<file path="src/rtl/uart_tx_pkg.sv">
// -----------------------------------------------------------------------------
// uart_tx_pkg
// Shared constants for the UART transmitter: control FSM state encoding and
// TX output-mux select codes (the mux codes are also used by the TX line mux).
// No ports.
// -----------------------------------------------------------------------------
package uart_tx_pkg;

   // Frame segment states. Encodings 5..7 are unused and recover to IDLE.
   typedef enum logic [2:0] {
      IDLE   = 3'd0,
      START  = 3'd1,
      DATA   = 3'd2,
      PARITY = 3'd3,
      STOP   = 3'd4
   } state_e;

   // TX line source select
   localparam logic [1:0] MUX_START = 2'b00;  // constant 0
   localparam logic [1:0] MUX_STOP  = 2'b01;  // constant 1 (stop / idle line)
   localparam logic [1:0] MUX_DATA  = 2'b10;  // serializer output
   localparam logic [1:0] MUX_PAR   = 2'b11;  // parity bit

endpackage

</file>
<file path="src/rtl/fsm.sv">
// -----------------------------------------------------------------------------
// fsm
// UART transmitter control FSM. Accepts a frame request, then steps the line
// through start, 8 data bits, optional parity and stop, advancing one segment
// per ser_done strobe. Outputs are Moore, decoded from the state register.
//
// Ports:
//   clk        in   system clock, rising edge
//   rst_n      in   asynchronous active-low reset
//   Data_Valid in   frame request (sampled in IDLE and on STOP exit)
//   PAR_EN     in   parity enable, latched when a frame is accepted
//   ser_done   in   one-cycle strobe: current segment complete
//   ser_en     out  serializer shift enable (DATA only)
//   busy       out  frame in progress
//   mux_sel    out  TX line source select (see uart_tx_pkg)
// -----------------------------------------------------------------------------
module fsm
   import uart_tx_pkg::*;
(
   input  logic       clk,
   input  logic       rst_n,
   input  logic       Data_Valid,
   input  logic       PAR_EN,
   input  logic       ser_done,
   output logic       ser_en,
   output logic       busy,
   output logic [1:0] mux_sel
);

   state_e state_q, state_d;
   logic   par_en_q, par_en_d;

   always_comb begin
      state_d  = state_q;
      par_en_d = par_en_q;
      unique case (state_q)
         IDLE: begin
            if (Data_Valid) begin
               state_d  = START;
               par_en_d = PAR_EN;
            end
         end
         START: begin
            if (ser_done) state_d = DATA;
         end
         DATA: begin
            if (ser_done) state_d = par_en_q ? PARITY : STOP;
         end
         PARITY: begin
            if (ser_done) state_d = STOP;
         end
         STOP: begin
            // Back-to-back frame: skip IDLE when the next request is waiting.
            if (ser_done) begin
               if (Data_Valid) begin
                  state_d  = START;
                  par_en_d = PAR_EN;
               end else begin
                  state_d  = IDLE;
               end
            end
         end
         default: state_d = IDLE;  // unused encodings recover
      endcase
   end

   always_ff @(posedge clk or negedge rst_n) begin
      if (!rst_n) begin
         state_q  <= IDLE;
         par_en_q <= 1'b0;
      end else begin
         state_q  <= state_d;
         par_en_q <= par_en_d;
      end
   end

   // Moore output decode; unused encodings look like IDLE on the line.
   always_comb begin
      ser_en  = 1'b0;
      busy    = 1'b1;
      mux_sel = MUX_STOP;
      unique case (state_q)
         START:  mux_sel = MUX_START;
         DATA: begin
            ser_en  = 1'b1;
            mux_sel = MUX_DATA;
         end
         PARITY: mux_sel = MUX_PAR;
         STOP:   mux_sel = MUX_STOP;
         default: begin
            busy    = 1'b0;
            mux_sel = MUX_STOP;
         end
      endcase
   end

endmodule

</file>
<file path="config.mk">
export PLATFORM = sky130hd
export DESIGN_NAME = fsm
export DESIGN_NICKNAME = d
export VERILOG_FILES = /design/src/rtl/uart_tx_pkg.sv /design/src/rtl/fsm.sv
export SDC_FILE = /design/constraint.sdc
export NUM_CORES = 1
export LEC_CHECK = 0
export CAP_MARGIN = 0
export CORE_AREA = 2 2 39 41
export DETAILED_ROUTE_END_ITERATION = 6
export DIE_AREA = 0 0 41 43
export PLACE_DENSITY = 0.54
export SYNTH_ARGS = -nofsm -noshare
export SYNTH_HDL_FRONTEND = slang
export SYNTH_SLANG_ARGS = --single-unit
export TNS_END_PERCENT = 1
</file>
<file path="constraint.sdc">
create_clock -name clk -period 1.2 [get_ports clk]
set_clock_uncertainty 0.15 [all_clocks]
set_input_delay 0.24 -clock clk [delete_from_list [all_inputs] [get_ports clk]]
set_output_delay 0.24 -clock clk [all_outputs]
set_load 0.03 [all_outputs]
</file>
== Word-level counts from Yosys, hierarchy flattened ==
Cells that the tools add are included.
Storage, ports and cells
  register bits after elaboration: 4
  word-level logic and storage cells: 30
Cells by class
  eq/ne operators: 9
  muxes and demuxes: 14
  reductions and logical operators: 5
Operator list (number)
  $mux W3: 6
  $pmux W3 S5: 1
  $ne A2 B2 Y1 const B: 5
  $eq A3 B2 Y1 const B: 2
  $pmux W2 S3: 1
  $mux W1: 5
  $reduce_and A5 Y1: 1
  $reduce_or A4 Y1: 1
  $eq A3 B1 Y1 const B: 1
  $eq A3 B3 Y1 const B: 1
  $logic_not A3 Y1: 1
  $pmux W1 S2: 1
  $reduce_and A2 Y1: 1
  $reduce_bool A2 Y1: 1

== Longest topological paths before layout ==
  word-level depth: 3
  gate-level depth with buffers: 4
  mapped depth without buffers: 4

== Worst setup path after synthesis ==
No wires, ideal clock.
  path kind: register to output
  start point: register state_q[0]
  end point: output busy
  data arrival time: 1.043 ns
  data required time: 0.810 ns
  setup slack: -0.233 ns
  stages on the path, launching flop included: 3
  path buffers: 0
  cells stage by stage: dfrtp_1 > nor2_4 > xnor2_1
Between the ends
  word-level cells in the longest chain between the ends: 3
  elaborated cells on any way between the ends: 6
  classes of those cells: eq/ne: 4; mux: 1; reduce/logical: 1
Ends and longest elaborated chain
  start, declared: RTL line fsm.sv:30  | state_e state_q, state_d;
  start signal, assigned: RTL line fsm.sv:72  | state_q <= state_d;
  $eq A3 B2 Y1 (tied with other cells): RTL line fsm.sv:82  | unique case (state_q)
  $reduce_or A4 Y1 (no line) (*)
  $mux W1 (*): RTL line fsm.sv:82
  end, declared: RTL line fsm.sv:26  | output logic busy,
Every way passes the cells marked *; elsewhere a longest branch is shown, timed or not.

== Worst setup path in the final report ==
  start point: register state_q[1]
  end point: output busy
The elaborated chain is that of the path after synthesis.

==> results.yml <==
final_layout:
  drive_above_1_share_pct: 60.0
  utilization_pct: 34.7
  stdcell_count: 61
  antennaDiodeCount: 0
  areaGrowthSynthToFinish_pct: 92.0
  final_nets: 52
sta:
  fmax_ghz: 0.675
  setup_viol: 7
  drv_slew: 0
  tightest_slew_ns: 0.169
  min_period_ns: 1.48
  timing.final.crit_share_pct: 123
  rsz0062_at_grt: "yes"
  final.setup.worst_slack_ns: -0.281
  hold_viol: 0
  slew_headroom_pct: 88.6
  tns_ns: -1.22
pwr:
  switchingPower_uw: 603
  power_density_nw_per_um2: 3050
  power.share.clock_pct: 11.0
  combPwrFrac_pct: 69.1
  power_frac_seq_pct: 19.8
  p_int_uw: 861
  ir_drop_v: 0.000726
  p_total_mw: 1.46
  p_sw_share_pct: 41.2
  p_leak_nw: 0.215
run:
  cap_violations: 0
setup_path:
  worst-path-buf-inv: 1
  crit_path_end_kind: "output port"
  r2r_start: "state_q[1]$_DFFE_PN0P_"
  slowest_delay_ns: 0.43
  startpoint: "state_q[1]$_DFFE_PN0P_"
  cpMaxStageDelayCell: "dfrtp_2"
  worst-path-max-fanout: 4
  critPathRequiredTime_ns: 0.81
  path_delay_family: "flip-flops"
  crit_path_start_kind: "register"
  cp.arrival_ns: 1.09
  path_cells: "nor2_4 -> xnor2_2 -> buf_6"
  critPathKind: "register to output port"
yosys:
  async_flop_share_pct: 100
  synth-edff-count: 0
  synth_most_common_cell: "dfrtp_1"
  ys.flop_type: "dfrtp_1"
  syn_area_um2: 250
  synth_seq_cells: 4
  synth_cells: 25
  ys_seq_area_share_pct: 40.0
  synthesis.nets: 30
  synthDistinctLibCells: 19
  synth_common_cells: "4 x dfrtp_1, 2 x a21oi_1, 2 x nand2b_1, 2 x nand3b_1"
  synth_top_area_cell: "dfrtp_1"
  avgSynthCellArea_um2: 10.0
  synth.top_cell.area_share_pct: 40.0
  ys_top_cells_by_area: "dfrtp_1 40%, mux2_4 6.0%, nand3b_1 6.0%"
  ys_warn_count: 0
die:
  die_y_um: 43
  dieArea_um2: 1760
  initial_core_util_pct: 18.1
  core_area_um2: 1380
  dieWidth_um: 41
  io_pins: 9
  rows: 14
placed_design:
  io_buffers: 8
  pre_cts_ws_ns: -0.311
  place_hpwl_um: 463
  placedCellCount: 56
  gp_congestion: 0.669
clock_tree:
  cts_tree: "yes"
  numCtsBuffers: 3
  clk_latency_ns: 0.23
  clk_path_buf_depth: 2
  clkTransAtPathRegs_ns: 0.04
  htreeDepth: 1
  clock-sinks: 4
  cts_root_buffer: "clkbuf_4"
drt:
  wl_met3_um: 27
  wl_per_cell_um: 9.31
  drc: 0
  dr.pass1.iters: 1
  dr.max_layer_used: "met4"
  totalWireLength_um: 568
  wl_met1_um: 226
  ant_nets: 0
  via_count: 250
  avgViaCountPerCell: 4.10
  met2_length_um: 295
  drtIter0Drc: 0
global_route:
  grt_overflow_total: 0
  grt_pass1_vias: 256
  antenna_found_initial: 0
  grt_max_degree: 6
  grt_pass1_wl_um: 979
  grtUsageTotal_pct: 8.69
outcome:
  violations: "setup timing"
  status: "finished, violations left"
min_path:
  hp-class: "primary input to asynchronous set/reset pin"
==> cell families (layout without fill, tap and decap cells) <==
logic type,after synthesis,in the layout,share of synthesized area (%)
flops,4,4,40.0
buf+inv,2,22,3.00
xor+xnor,2,2,7.00
compound gates,6,6,15.0
mux,1,1,6.00
simple gates,10,10,29.0
==> path summary, 6_finish.rpt <==
path	endpoint	slack (ns)	depth (start not counted)
min in group clk	par_en_q$_DFFE_PN0P_	0.40	1
max in group asynchronous	state_q[0]$_DFFE_PN0P_	0.67	1
max	busy	-0.28	3
min reg2reg	par_en_q$_DFFE_PN0P_	0.40	1
min	state_q[1]$_DFFE_PN0P_	0.05	1
max reg2reg	par_en_q$_DFFE_PN0P_	-0.16	4
==> power by group through the flow <==
stage | logic, mW | clock network, mW | registers (mW)
final | 1.01 | 0.162 | 0.290
after global routing | 1.08 | 0.175 | 0.302
after CTS | 0.981 | 0.172 | 0.291
after detailed placement | 0.846 | 0 | 0.282
after global placement | 0.844 | 0 | 0.278
after floorplan | 0.499 | 0 | 0.295
==> repair_timing <==
action | 4_1_cts | 5_1_grt
setup endpoints to repair | 8 | 8
gates resized for setup | 8 | 3
pin swaps | 2 | 2
cloned | 0 | 0
hold buffers | 0 | 0
setup buffers | 1 | 1
==> flip-flops by register name, indices dropped and copies added (netlist names) <==
register  count
state_q       3
par_en_q      1
==> stage by stage <==
step	hold slack, ns	cell area (um^2)
finish	0.0547	480
global route	0.0685	480
CTS	0.0531	465
detailed placement	0.303	408
global placement	0.301	408
floorplan	-0.206	265
==> layout by cell type, fill, tap and decap left out, drive strengths merged <==
cell type	instances
o21ai	1
clkbuf	3
nand3	1
nand3b	2
a31o	1
xnor2	1
nor2	2
xor2	1
nor2b	1
nor3	1
buf	13
dfrtp	4
inv	2
a21oi	2
mux2	1
o21a	1
clkdlybuf4s50	4
a31oi	1
nand2b	3
==> cell type report <==
type                       instances  area, um^2
clock buffer                       3        22.5
tap                               16        20.0
multi-input combinational         19         170
sequential                         4         104
inverter                           2        7.51
timing repair buffer              17         156
fill                             145         903
==> metal layers <==
metal	up-vias	track usage [%]
met1	112	10.2
met4	0	8.00
li1	128	-
met5	-	0
met2	8	12.5
met3	2	1.57
No activity file was read; power rests on OpenSTA's default activity.
